--- src/rtl/eth_deframer.sv ---
// Receive-side Ethernet deframer: header capture, destination MAC filtering,
// FCS stripping, CRC-32/length/PHY-error checking, payload out as byte AXIS.
module eth_deframer #(
    parameter bit PROMISCUOUS      = 1'b0,
    parameter bit ACCEPT_BROADCAST = 1'b1,
    parameter bit CHECK_FCS        = 1'b1,
    parameter int MIN_FRAME        = 64,
    parameter int MAX_FRAME        = 1518
) (
    input  logic        clk,
    input  logic        sreset,
    input  logic [47:0] local_mac,
    input  logic        in_axis_tvalid,
    input  logic        in_axis_tlast,
    input  logic [7:0]  in_axis_tdata,
    input  logic        in_axis_tuser,
    output logic        out_axis_tvalid,
    output logic        out_axis_tlast,
    output logic [7:0]  out_axis_tdata,
    output logic        out_axis_tuser,
    output logic [47:0] dst_mac,
    output logic [47:0] src_mac,
    output logic [15:0] ethertype,
    output logic        hdr_valid,
    output logic        frame_ok,
    output logic        frame_err
);

    localparam logic [1:0] ST_RESYNC  = 2'd0;
    localparam logic [1:0] ST_HDR     = 2'd1;
    localparam logic [1:0] ST_PAYLOAD = 2'd2;
    localparam logic [1:0] ST_DROP    = 2'd3;

    localparam logic [10:0] MIN_L     = 11'(MIN_FRAME);
    localparam logic [10:0] MAX_L     = 11'(MAX_FRAME);
    localparam logic [31:0] CRC_RESID = 32'hDEBB20E3;

    logic [1:0]  state_q, state_d;
    logic [10:0] cnt_q, cnt_d;
    logic [31:0] crc_q, crc_d;
    logic        err_q, err_d;
    logic [47:0] dst_sh_q, dst_sh_d;
    logic [47:0] src_sh_q, src_sh_d;
    logic [15:0] et_sh_q, et_sh_d;
    logic [31:0] dly_q, dly_d;
    logic [2:0]  fill_q, fill_d;

    logic        out_valid_q, out_valid_d;
    logic        out_last_q, out_last_d;
    logic [7:0]  out_data_q, out_data_d;
    logic        out_user_q, out_user_d;
    logic [47:0] dst_mac_q, dst_mac_d;
    logic [47:0] src_mac_q, src_mac_d;
    logic [15:0] ethertype_q, ethertype_d;
    logic        hdr_valid_q, hdr_valid_d;
    logic        frame_ok_q, frame_ok_d;
    logic        frame_err_q, frame_err_d;

    logic [10:0] cnt_inc;
    logic [31:0] crc_nx;
    logic        err_nx;
    logic [47:0] dst_full;
    logic        accept_now;

    function automatic logic [31:0] crc_byte(input logic [31:0] c, input logic [7:0] b);
        logic [31:0] r;
        r = c ^ {24'h0, b};
        for (int i = 0; i < 8; i++) begin
            r = r[0] ? ((r >> 1) ^ 32'hEDB88320) : (r >> 1);
        end
        return r;
    endfunction

    always_comb begin
        cnt_inc    = (cnt_q == 11'd2047) ? cnt_q : cnt_q + 11'd1;
        crc_nx     = crc_byte(crc_q, in_axis_tdata);
        // Error status as it stands once the current beat is included.
        err_nx     = err_q | in_axis_tuser | (cnt_inc > MAX_L)
                   | (in_axis_tlast & (cnt_inc < MIN_L))
                   | (CHECK_FCS & in_axis_tlast & (crc_nx != CRC_RESID));
        dst_full   = {dst_sh_q[39:0], in_axis_tdata};
        accept_now = PROMISCUOUS || (dst_full == local_mac)
                   || (ACCEPT_BROADCAST && (&dst_full));

        state_d     = state_q;
        cnt_d       = cnt_q;
        crc_d       = crc_q;
        err_d       = err_q;
        dst_sh_d    = dst_sh_q;
        src_sh_d    = src_sh_q;
        et_sh_d     = et_sh_q;
        dly_d       = dly_q;
        fill_d      = fill_q;
        out_valid_d = 1'b0;
        out_last_d  = 1'b0;
        out_data_d  = 8'h00;
        out_user_d  = 1'b0;
        dst_mac_d   = dst_mac_q;
        src_mac_d   = src_mac_q;
        ethertype_d = ethertype_q;
        hdr_valid_d = 1'b0;
        frame_ok_d  = 1'b0;
        frame_err_d = 1'b0;

        if (in_axis_tvalid) begin
            cnt_d = cnt_inc;
            crc_d = crc_nx;
            err_d = err_nx;
            case (state_q)
                ST_RESYNC: begin
                    if (in_axis_tlast) state_d = ST_HDR;
                end
                ST_HDR: begin
                    if (cnt_q < 11'd6) begin
                        dst_sh_d = dst_full;
                    end else if (cnt_q < 11'd12) begin
                        src_sh_d = {src_sh_q[39:0], in_axis_tdata};
                    end else begin
                        et_sh_d = {et_sh_q[7:0], in_axis_tdata};
                    end
                    if (cnt_q == 11'd5 && !accept_now) state_d = ST_DROP;
                    if (cnt_q == 11'd13) begin
                        hdr_valid_d = 1'b1;
                        dst_mac_d   = dst_sh_q;
                        src_mac_d   = src_sh_q;
                        ethertype_d = {et_sh_q[7:0], in_axis_tdata};
                        state_d     = ST_PAYLOAD;
                    end
                    // Bytes 6..13 are only seen here after acceptance at byte 5.
                    if (in_axis_tlast) begin
                        state_d     = ST_HDR;
                        frame_err_d = (cnt_q > 11'd5) || (cnt_q == 11'd5 && accept_now);
                    end
                end
                ST_PAYLOAD: begin
                    dly_d  = {dly_q[23:0], in_axis_tdata};
                    fill_d = (fill_q == 3'd4) ? 3'd4 : fill_q + 3'd1;
                    if (fill_q == 3'd4) begin
                        out_valid_d = 1'b1;
                        out_data_d  = dly_q[31:24];
                        out_last_d  = in_axis_tlast;
                        out_user_d  = in_axis_tlast & err_nx;
                    end
                    if (in_axis_tlast) begin
                        state_d = ST_HDR;
                        if (fill_q == 3'd4) begin
                            frame_ok_d  = ~err_nx;
                            frame_err_d = err_nx;
                        end else begin
                            frame_err_d = 1'b1;
                        end
                    end
                end
                default: begin
                    if (in_axis_tlast) state_d = ST_HDR;
                end
            endcase
            if (in_axis_tlast) begin
                cnt_d  = 11'd0;
                crc_d  = 32'hFFFFFFFF;
                err_d  = 1'b0;
                fill_d = 3'd0;
            end
        end
    end

    always_ff @(posedge clk) begin
        if (sreset) begin
            state_q     <= ST_RESYNC;
            cnt_q       <= 11'd0;
            crc_q       <= 32'hFFFFFFFF;
            err_q       <= 1'b0;
            dst_sh_q    <= 48'h0;
            src_sh_q    <= 48'h0;
            et_sh_q     <= 16'h0;
            dly_q       <= 32'h0;
            fill_q      <= 3'd0;
            out_valid_q <= 1'b0;
            out_last_q  <= 1'b0;
            out_data_q  <= 8'h00;
            out_user_q  <= 1'b0;
            dst_mac_q   <= 48'h0;
            src_mac_q   <= 48'h0;
            ethertype_q <= 16'h0;
            hdr_valid_q <= 1'b0;
            frame_ok_q  <= 1'b0;
            frame_err_q <= 1'b0;
        end else begin
            state_q     <= state_d;
            cnt_q       <= cnt_d;
            crc_q       <= crc_d;
            err_q       <= err_d;
            dst_sh_q    <= dst_sh_d;
            src_sh_q    <= src_sh_d;
            et_sh_q     <= et_sh_d;
            dly_q       <= dly_d;
            fill_q      <= fill_d;
            out_valid_q <= out_valid_d;
            out_last_q  <= out_last_d;
            out_data_q  <= out_data_d;
            out_user_q  <= out_user_d;
            dst_mac_q   <= dst_mac_d;
            src_mac_q   <= src_mac_d;
            ethertype_q <= ethertype_d;
            hdr_valid_q <= hdr_valid_d;
            frame_ok_q  <= frame_ok_d;
            frame_err_q <= frame_err_d;
        end
    end

    assign out_axis_tvalid = out_valid_q;
    assign out_axis_tlast  = out_last_q;
    assign out_axis_tdata  = out_data_q;
    assign out_axis_tuser  = out_user_q;
    assign dst_mac         = dst_mac_q;
    assign src_mac         = src_mac_q;
    assign ethertype       = ethertype_q;
    assign hdr_valid       = hdr_valid_q;
    assign frame_ok        = frame_ok_q;
    assign frame_err       = frame_err_q;

endmodule

--- config.mk ---
export PLATFORM = sky130hd
export DESIGN_NAME = eth_deframer
export DESIGN_NICKNAME = d
export VERILOG_FILES = /design/src/rtl/eth_deframer.sv
export SDC_FILE = /design/constraint.sdc
export NUM_CORES = 1
export LEC_CHECK = 0
export BUFFER_PORTS_ARGS = -buffer_cell sky130_fd_sc_hd__buf_2
export CORE_MARGIN = 2
export CORE_UTILIZATION = 37
export CTS_CLUSTER_SIZE = 40
export DETAILED_ROUTE_END_ITERATION = 8
export PLACE_DENSITY = 0.53
export SYNTH_ARGS = -nofsm -noshare
export SYNTH_HDL_FRONTEND = slang
export SYNTH_SLANG_ARGS = --single-unit
--- constraint.sdc ---
create_clock -name clk -period 3 [get_ports clk]
set_input_delay 0.6 -clock clk [delete_from_list [all_inputs] [get_ports clk]]
set_output_delay 0.6 -clock clk [all_outputs]
set_load 0.1 [all_outputs]
Yosys cells after proc, flatten, opt, wreduce, memory -nomap -nowiden
Index checks and enable logic that the tools add are counted.

storage, ports and cells
  flip-flop bits (word level) = 311
  latch bits = 0
  bits in writable memories = 0
  bits in read-only memories = 0
  word-level logic and storage cells = 105
  memories kept = 0

operators by class
  add/subtract/negate cells = 2
  multiply operators = 0
  div/mod/pow operators = 0
  magnitude comparators = 5
  equality and inequality tests = 8
  shifts and indexed selects = 0
  muxes and demuxes = 26
  bitwise logic cells = 24
  reduce and logical (&&, ||, !) cells = 21

operator list
  operator                                                               count
  32-bit 2-to-1 mux                                                      9
  13-bit inverter with 14-bit output                                     8
  48-bit == test                                                         1
  48-bit AND reduction                                                   1
  32-bit inequality test, second input constant                          1
  32-bit by 8-bit bitwise XOR with 32-bit output                         1
  11-bit 2-to-1 mux                                                      2
  11-bit by 1-bit adder with 11-bit output, second input constant        1
  11-bit == test, second input constant                                  1
  11-bit by 3-bit == test with 1-bit output, second input constant       1
  11-bit by 4-bit == test with 1-bit output, second input constant       1
  11-bit > comparator, second input constant                             1
  11-bit by 3-bit > comparator with 1-bit output, second input constant  1
  11-bit by 3-bit < comparator with 1-bit output, second input constant  1
  11-bit by 4-bit < comparator with 1-bit output, second input constant  1
  11-bit by 7-bit < comparator with 1-bit output, second input constant  1
  2-bit 2-to-1 mux                                                       5
  3-bit 2-to-1 mux                                                       3
  3-bit AND reduction                                                    3
  1-bit inverter                                                         8
  4-bit AND reduction                                                    2
  1-bit 2-to-1 mux                                                       6
  3-bit OR reduction                                                     2
  5-bit OR reduction                                                     1
  other kinds (15)                                                       24

Logic depth before layout (Yosys ltp)
Gate-level depths: netlist (run 1).

  depth after elaboration = 23
  mapped depth = 10

Least setup slack after synthesis (run 1)
OpenSTA, ideal clock, no wires.

  path type = input -> register
  from = input in_axis_tdata[7]
  to = register frame_ok_q (netlist: frame_ok)
  setup time = 0.059 ns
  arrival = 2.665 ns
  required time = 2.941 ns
  path slack = 0.276 ns
  stages on the path = 9
  buffers on the path = 1
  cell sequence = buf_2 > xnor2_4 > xor2_2 > inv_2 > xnor3_4 > nor3_1 > o221ai_2 > nor4_2 > and2_1

on the way
  longest elaborated chain between the ends = 14

RTL lines
  element                                              RTL line  RTL
  start, declared                                      15        input logic [7:0] in_axis_tdata,
  32-bit by 8-bit bitwise XOR with 32-bit output *     67        r = c ^ {24'h0, b};
  32-bit 2-to-1 mux *                                  69        r = r[0] ? ((r >> 1) ^ 32'hEDB88320) : (r >> 1);
  13-bit inverter with 14-bit output (no source line)  -
  32-bit 2-to-1 mux * (7 in series)                    69
  32-bit inequality test *                             80        | (CHECK_FCS & in_axis_tlast & (crc_nx != CRC_RESID));
  1-bit bitwise AND *                                  80
  1-bit OR *                                           80
  1-bit inverter *                                     147       frame_ok_d = ~err_nx;
  end signal, assigned                                 206       frame_ok_q <= frame_ok_d;
  end, declared                                        56        logic frame_ok_q, frame_ok_d;

Every way passes the cells marked *; elsewhere a longest branch is shown, timed or not.
A chain may end at the register's enable or synchronous reset.

Worst setup path in the final report (run 1)
  from = register cnt_q[1]
  to = register frame_ok_q (netlist: frame_ok)

on the way
  longest elaborated chain between the ends = 7
  elaborated cells on any way between the ends = 10
  classes of those cells = add/sub: 1; order compare: 2; eq/ne: 1; mux: 1; bitwise: 5

RTL lines
  element                                                                                       RTL line  RTL
  start, declared                                                                               39        logic [10:0] cnt_q, cnt_d;
  start signal, assigned                                                                        190       cnt_q <= cnt_d;
  11-bit by 1-bit adder with 11-bit output / 11-bit == test (equally long branches)             75        cnt_inc = (cnt_q == 11'd2047) ? cnt_q : cnt_q + 11'd1;
  11-bit 2-to-1 mux *                                                                           75
  11-bit > comparator / 11-bit by 7-bit < comparator with 1-bit output (equally long branches)  78, 79
  1-bit OR / 1-bit bitwise AND (equally long branches)                                          78, 79
  1-bit OR *                                                                                    79        | (in_axis_tlast & (cnt_inc < MIN_L))
  1-bit OR *                                                                                    80
  1-bit inverter *                                                                              147

Marked as above.

==> flow_metrics.py, run 1 <==
metrics = {
    "synth": {
        "syn_inst": 1620,
        "synth_area_leaders": "dfxtp_1 (48%), nand2_1 (16%), a21oi_1 (10%), xnor2_1 (5.9%), clkbuf_1 (2.9%)",
        "async_reset_ff_share_pct": 0,
        "synth_area_leader_cell": "dfxtp_1",
        "yosysSeqAreaShare_pct": 47.8,
        "syn_nets": 1688,
        "yosys.area.top_type_share_pct": 47.8,
        "synth_most_common_cell": "nand2_1",
        "synth-edff-count": 0,
        "ys_seq_elements": 311,
        "synthFlopType": "dfxtp_1",
        "yosysUniqueCellTypes": 64,
        "synth_warnings": 0,
        "synth_common_cells": "nand2_1 (545), dfxtp_1 (311), a21oi_1 (261)",
        "syn_avg_cell_area_sq_um": 8.04,
        "syn-cell-area_sq_um": 13000,
    },
    "global_routing": {
        "grt_usage_pct": 20.6,
        "met2_usage_pct": 31.4,
        "gr-usage-met3_pct": 3.58,
        "overflow": 0,
        "grt.busiest_layer": "met2",
        "grt_pass1_wl_um": 60100,
        "met1_usage_pct": 29.8,
        "grt_max_degree": 110,
        "grt_pass1_vias": 10600,
        "antenna_found_initial": 1,
    },
    "floorplanning": {
        "dieArea_sq_um": 36700,
        "rows": 68,
        "die_h_um": 192,
        "ios": 187,
        "fp.coreArea_sq_um": 34600,
        "fp.dieW_um": 192,
        "start_util_pct": 37.6,
    },
    "clock_tree": {
        "clkSinkCount": 311,
        "clk_latency_ns": 0.53,
        "clk_pin_slew_ns": 0.06,
        "cts-root-buf": "clkbuf_16",
        "cts_hold_buf": 0,
        "cts_buffers": 36,
        "tritoncts": "built",
        "cts_max_path_buffers": 3,
        "post-cts-setup-buffers": 0,
        "cts.repair.resized": 0,
        "htreeDepth": 2,
    },
    "critical_path": {
        "crit_chain": "ha_1 -> and3_1 -> a311oi_1 -> a31o_2 -> and4_2 -> a211o_2 -> nor4_2 -> and2_1",
        "startpoint": "cnt_q[1]$_SDFFE_PP0P_",
        "worstSetupPathType": "reg -> reg",
        "cp.arrival_ns": 3.19,
        "worstPathMaxFanout": 12,
        "cpPeakStageDelay_ns": 0.54,
        "timing.rr.end": "frame_ok$_SDFF_PP0_",
        "r2r_cells": 8,
        "cp-end-kind": "register",
        "r2r_slack_ns": 0.27,
        "crit_end": "frame_ok$_SDFF_PP0_",
        "r2r_start": "cnt_q[1]$_SDFFE_PP0P_",
        "cp.depth": 8,
        "cp-start-kind": "register",
        "crit_required_ns": 3.47,
        "cp_top_family": "simple AND/OR/NAND/NOR gates",
        "slowest_stage": "dfxtp_1",
        "path_buf_inv": 0,
    },
    "hold_path": {
        "min_path_type": "reg -> reg",
    },
    "timing": {
        "hold_viol_final": 0,
        "fin_crit_ns": 2.73,
        "skew_ns": 0.0180,
        "rsz0062_at_grt": "no",
        "setup_ws_ns": 0.275,
        "fmax_mhz": 367,
        "setup_viol": 0,
        "setup_tns_ns": 0,
        "timing.final.crit_share_pct": 90.8,
        "slew_violations": 0,
        "max-slew-margin-rel_pct": 20.6,
        "tightest_slew_ns": 1.19,
    },
    "route": {
        "vias_per_cell": 5.00,
        "drt_pass1_iterations": 5,
        "wl_um": 37900,
        "drt_iter0_markers": 765,
        "postRouteAntennaNets": 0,
        "dr_total_vias": 11300,
        "drcViolationCount": 0,
        "wl_per_cell_um": 16.7,
    },
    "final_layout": {
        "regArea_sq_um": 6230,
        "nFillCells": 3489,
        "synthToLayoutAreaGrowth_pct": 21.0,
        "final_area_sq_um": 15800,
        "stdcell_count": 2266,
        "finalNetCount": 1854,
        "drive_gt1_share_pct": 18.4,
        "multi_input_area_sq_um": 6310,
        "diodes": 0,
    },
    "placed_design": {
        "place_area_sq_um": 14600,
        "place.gp.congestion": 0.831,
        "dp_slack_ns": 0.0885,
        "post-dp-hpwl_um": 25600,
        "io_buffer_count": 186,
        "dp.cells": 2203,
    },
    "pwr": {
        "leakage_uw": 0.00579,
        "irDropWorstVdd_mv": 0.389,
        "p_per_area_nw_per_um2": 701,
    },
    "run": {
        "maxCapViolations": 0,
    },
    "run_status": {
        "outcome": "finished clean",
    },
}
-- sequential cells by signal, summed over array words and instances (netlist names), 2 cells and up --
| signal | cells |
|---|---|
| cnt_q | 11 |
| crc_q | 32 |
| dly_q | 32 |
| dst_mac | 48 |
| dst_sh_q | 48 |
| et_sh_q | 8 |
| ethertype | 16 |
| fill_q | 3 |
| out_axis_tdata | 8 |
| src_mac | 48 |
| src_sh_q | 48 |
| state_q | 2 |
-- placed cells by master, fill, tap and decap left out, types with 4 or more instances in the layout --
master       n
or3_1        5
xor2_1      15
buf_4       50
a211oi_1     7
buf_2      185
nor3_1      11
nor4_1       8
mux2i_1     11
and2_1      12
nor2b_1      5
clkinv_2     6
clkbuf_16   36
nor3b_1      6
buf_12       6
xnor2_4      6
a32oi_1      4
dfxtp_1    311
a21oi_1    260
nand2_1    544
nor2_1      53
clkbuf_8     8
o21ai_0     40
nand3_1     10
ha_1         7
xnor2_1     87
nand4_1     28
clkbuf_1     7
inv_1        8
-- layout make-up --
class	instances	area share [%]
clock buffers	50	6.50
clock inverters	13	0.993
well taps	455	3.61
inverters	10	0.238
multi-input cells	1185	40.0
flip-flops and latches	311	39.5
repair buffers	242	9.11
-- power by group --
part           internal (uW)  total [uW]  switching [uW]
sequential              4260        4410             154
clock                   2580        4350            1770
combinational           1140        2290            1150
total                   7970       11100            3080
-- through the flow --
stage                     hold slack [ns]  power [uW]  utilization, %
after CTS                           0.451       11200            45.5
final                               0.449       11100            45.5
after global routing                0.468       11600            45.5
after detailed placement            0.442        6800            42.1
after global placement              0.438        6800            42.1
after floorplan                     0.430        6040               -
-- layer usage --
| layer | up-vias | part of all wire [%] |
|---|---|---|
| li1 | 5694 | - |
| met1 | 5320 | 48 |
| met2 | 263 | 45 |
| met3 | 51 | 5.0 |
| met4 | 0 | 2.2 |
| met5 | - | 0 |
-- worst min path at each step --
stage | depth (start not counted) | startpoint | end
floorplan | 1 | dly_q[24]$_SDFFE_PP0P_ | out_axis_tdata[0]$_SDFF_PP0_
CTS | 2 | dly_q[28]$_SDFFE_PP0P_ | dly_q[28]$_SDFFE_PP0P_
global placement | 2 | dly_q[6]$_SDFFE_PP0P_ | dly_q[14]$_SDFFE_PP0P_
global route | 2 | dly_q[0]$_SDFFE_PP0P_ | dly_q[8]$_SDFFE_PP0P_
finish | 2 | dly_q[28]$_SDFFE_PP0P_ | dly_q[28]$_SDFFE_PP0P_
detailed placement | 2 | dly_q[0]$_SDFFE_PP0P_ | dly_q[8]$_SDFFE_PP0P_
-- kinds of logic after synthesis --
group | Yosys count | synth area share [%]
AOI/OAI and AO/OA | 344 | 14.3
xor gates and xnor gates | 120 | 10.1
adders and majority gates | 7 | 0.673
buffers and inverters | 124 | 3.89
DFF | 311 | 47.8
muxes | 11 | 0.846
and+or+nand+nor | 703 | 22.3
-- worst register-to-register path: stages, from the launching register on --
cell	delay, ns
dfxtp_1	0.54
ha_1	0.42
and3_1	0.33
a311oi_1	0.13
a31o_2	0.23
and4_2	0.21
a211o_2	0.34
nor4_2	0.32
and2_1	0.16
No activity file was read; power rests on OpenSTA's default activity.
==> run 2, diff against run 1 <==
--- a/config.mk
+++ b/config.mk
@@ -5,6 +5,7 @@
 export SDC_FILE = /design/constraint.sdc
 export NUM_CORES = 1
 export LEC_CHECK = 0
+export ABC_AREA = 1
 export BUFFER_PORTS_ARGS = -buffer_cell sky130_fd_sc_hd__buf_2
 export CORE_MARGIN = 2
 export CORE_UTILIZATION = 37
==> run 2 against run 1 <==
Net effect: flip-flop and latch count unchanged; clock power decreased by 2%; critical path type is now in -> reg; area after synthesis increased by 1.5%; combinational power shrank 54%; sequential power decreased by 3%; utilization shrank 0.73 points; global-route usage increased by 1.1 points.
==> flow_metrics.py, run 2 <==
metrics = {
    "hold_path": {
        "min_path_type": "reg -> reg",
        "holdCritStartpoint": "dly_q[25]$_SDFFE_PP0P_",
    },
    "timing": {
        "tightest_slew_ns": 0.806,
        "max-slew-margin-rel_pct": 45.8,
        "fin_crit_ns": 2.36,
        "setup_tns_ns": 0,
        "setup_viol": 0,
        "fmax_mhz": 424,
        "setup_ws_ns": 0.643,
        "timing.final.crit_share_pct": 78.6,
        "skew_ns": 0.0251,
        "hold_viol_final": 0,
        "slew_violations": 0,
        "rsz0062_at_grt": "no",
    },
    "critical_path": {
        "worstPathMaxFanout": 9,
        "cpPeakStageDelay_ns": 0.26,
        "cpMostUsedCell": "nand2_1",
        "worstSetupPathType": "in -> reg",
        "cp_top_family": "simple AND/OR/NAND/NOR gates",
        "crit_required_ns": 3.41,
        "cp.arrival_ns": 2.76,
        "r2r_start": "crc_q[1]$_SDFFE_PP1P_",
        "path_buf_inv": 4,
        "cp-start-kind": "primary input",
        "slowest_stage": "nand2_1",
        "startpoint": "in_axis_tdata[2]",
        "cp-end-kind": "register",
        "crit_chain": "buf_2 -> inv_1 -> nand2_1 -> nand2_1 -> buf_4 -> nand2_1 -> nand2_1 -> nand2_1 -> nand2_1 -> nand2_1 -> nand2_1 -> nor2_1 -> nand3_1 -> nor2_1 -> nand3_1 -> nand2_2 -> nand3_1 -> nand2_1 -> inv_1",
    },
    "route": {
        "drt_iter0_markers": 729,
        "postRouteAntennaNets": 0,
        "met1_length_um": 19300,
        "wl_per_cell_um": 16.8,
        "drcViolationCount": 0,
        "highest_layer": "met4",
        "vias_per_cell": 4.98,
        "dr_total_vias": 12100,
        "wl_um": 41000,
        "drt_pass1_iterations": 7,
        "wl_met3_um": 2470,
        "route.met2.wl_um": 17900,
    },
    "synth": {
        "syn_avg_cell_area_sq_um": 7.40,
        "yosys.area.top_type_share_pct": 47.1,
        "synth-edff-count": 0,
        "ys_seq_elements": 311,
        "synthFlopType": "dfxtp_1",
        "synth_common_cells": "nand2_1 (318), dfxtp_1 (311), o21ai_0 (275)",
        "yosysSeqAreaShare_pct": 47.1,
        "async_reset_ff_share_pct": 0,
        "syn_inst": 1785,
        "synth_most_common_cell": "nand2_1",
        "synth_area_leader_cell": "dfxtp_1",
        "yosysUniqueCellTypes": 34,
        "synth_warnings": 0,
        "syn_nets": 1853,
        "synth_area_leaders": "dfxtp_1 (47%), o21ai_0 (10%), a21oi_1 (10%), nand2_1 (9.0%), inv_1 (5.1%)",
        "syn-cell-area_sq_um": 13200,
    },
    "floorplanning": {
        "rows": 69,
        "die_h_um": 193,
        "dieArea_sq_um": 37300,
        "fp.coreArea_sq_um": 35400,
        "ios": 187,
        "fp.dieW_um": 193,
        "start_util_pct": 37.3,
    },
    "final_layout": {
        "utilization_pct": 44.8,
        "synthToLayoutAreaGrowth_pct": 19.9,
        "regArea_sq_um": 6230,
        "layout_commonest_cell": "nand2_1",
        "drive_gt1_share_pct": 16.1,
        "finalNetCount": 2019,
        "final_cell_mix": "nand2_1 (316), dfxtp_1 (311), o21ai_0 (275)",
        "stdcell_count": 2437,
        "nFillCells": 3674,
        "multi_input_area_sq_um": 5890,
    },
    "placed_design": {
        "place.gp.congestion": 0.906,
        "dp_slack_ns": 0.131,
        "dp.cells": 2374,
        "post-dp-hpwl_um": 29000,
        "io_buffer_count": 186,
    },
    "global_routing": {
        "grt_pass1_wl_um": 63300,
        "antenna_found_initial": 1,
        "grt_usage_pct": 21.7,
        "overflow": 0,
        "grt_max_degree": 114,
        "grt_pass1_vias": 11400,
    },
    "run_status": {
        "outcome": "finished clean",
    },
    "run": {
        "maxCapViolations": 0,
    },
    "clock_tree": {
        "cts_max_path_buffers": 3,
        "cts_hold_buf": 0,
        "post-cts-setup-buffers": 0,
        "clk_latency_ns": 0.53,
        "htreeDepth": 2,
        "cts-root-buf": "clkbuf_16",
        "cts_buffers": 36,
        "tritoncts": "built",
        "cts.repair.resized": 0,
        "clkSinkCount": 311,
        "clk_pin_slew_ns": 0.05,
    },
    "pwr": {
        "leakage_uw": 0.00708,
        "irDropWorstVdd_mv": 0.480,
        "p_per_area_nw_per_um2": 606,
    },
}
-- run 2: worst paths after layout --
check                                                     to  slack [ns]  cells past startpoint
worst min register to register  out_axis_tdata[1]$_SDFF_PP0_        0.43                      2
worst max-delay path                    frame_err$_SDFF_PP0_        0.64                     19
worst max register to register          frame_err$_SDFF_PP0_        0.67                     14
worst min-delay path            out_axis_tdata[1]$_SDFF_PP0_        0.43                      2
-- run 2: area by class of cell --
cell class | instances | area share, %
flip-flops and latches | 311 | 39.3
multi-input cells | 1190 | 37.1
repair buffers | 225 | 8.20
clock buffers | 57 | 6.75
inverters | 187 | 4.46
well taps | 461 | 3.64
clock inverters | 5 | 0.505
diodes | 1 | 0.0158
-- run 2: cells by family (layout without fill, tap and decap cells) --
| logic type | Yosys count | in the layout | synth area share [%] |
|---|---|---|---|
| other | 0 | 1 | 0 |
| adder cells (fa/ha/maj) | 7 | 7 | 0.663 |
| buffers and inverters | 284 | 474 | 8.43 |
| AO/OA/AOI/OAI | 554 | 554 | 21.3 |
| XOR/XNOR | 60 | 60 | 3.98 |
| flip-flops | 311 | 311 | 47.1 |
| AND/OR/NAND/NOR | 569 | 569 | 18.6 |
-- run 2: worst register-to-register path, delay by kind of cell, from the launching register on --
| family | cells | cell delay, ns |
|---|---|---|
| flip-flops | 1 | 0.38 |
| adder cells (fa/ha/maj) | 1 | 0.19 |
| buffers and inverters | 1 | 0.04 |
| AND/OR/NAND/NOR | 12 | 1.61 |
-- run 2: power breakdown --
| part | switching (uW) | internal [uW] | leakage (uW) |
|---|---|---|---|
| sequential | 73.3 | 4210 | 0.00252 |
| combinational | 711 | 342 | 0.00400 |
| clock | 1720 | 2540 | 0.000562 |
| total | 2510 | 7090 | 0.00708 |
-- run 2: per-stage QoR --
stage	total power (uW)	area [sq um]	hold slack, ns
2_1_floorplan	5050	13200	0.416
6_report	9600	15800	0.434
3_3_place_gp	5420	14700	0.429
3_5_place_dp	5410	14700	0.432
4_1_cts	9710	15800	0.428
5_1_grt	10000	15800	0.443
-- run 2: routing by layer --
layer  vias up  GRT usage (%)
met4         0           7.58
met5         -              0
met2       275           33.8
met1      5602           30.3
met3        60           3.64
li1       6209              -
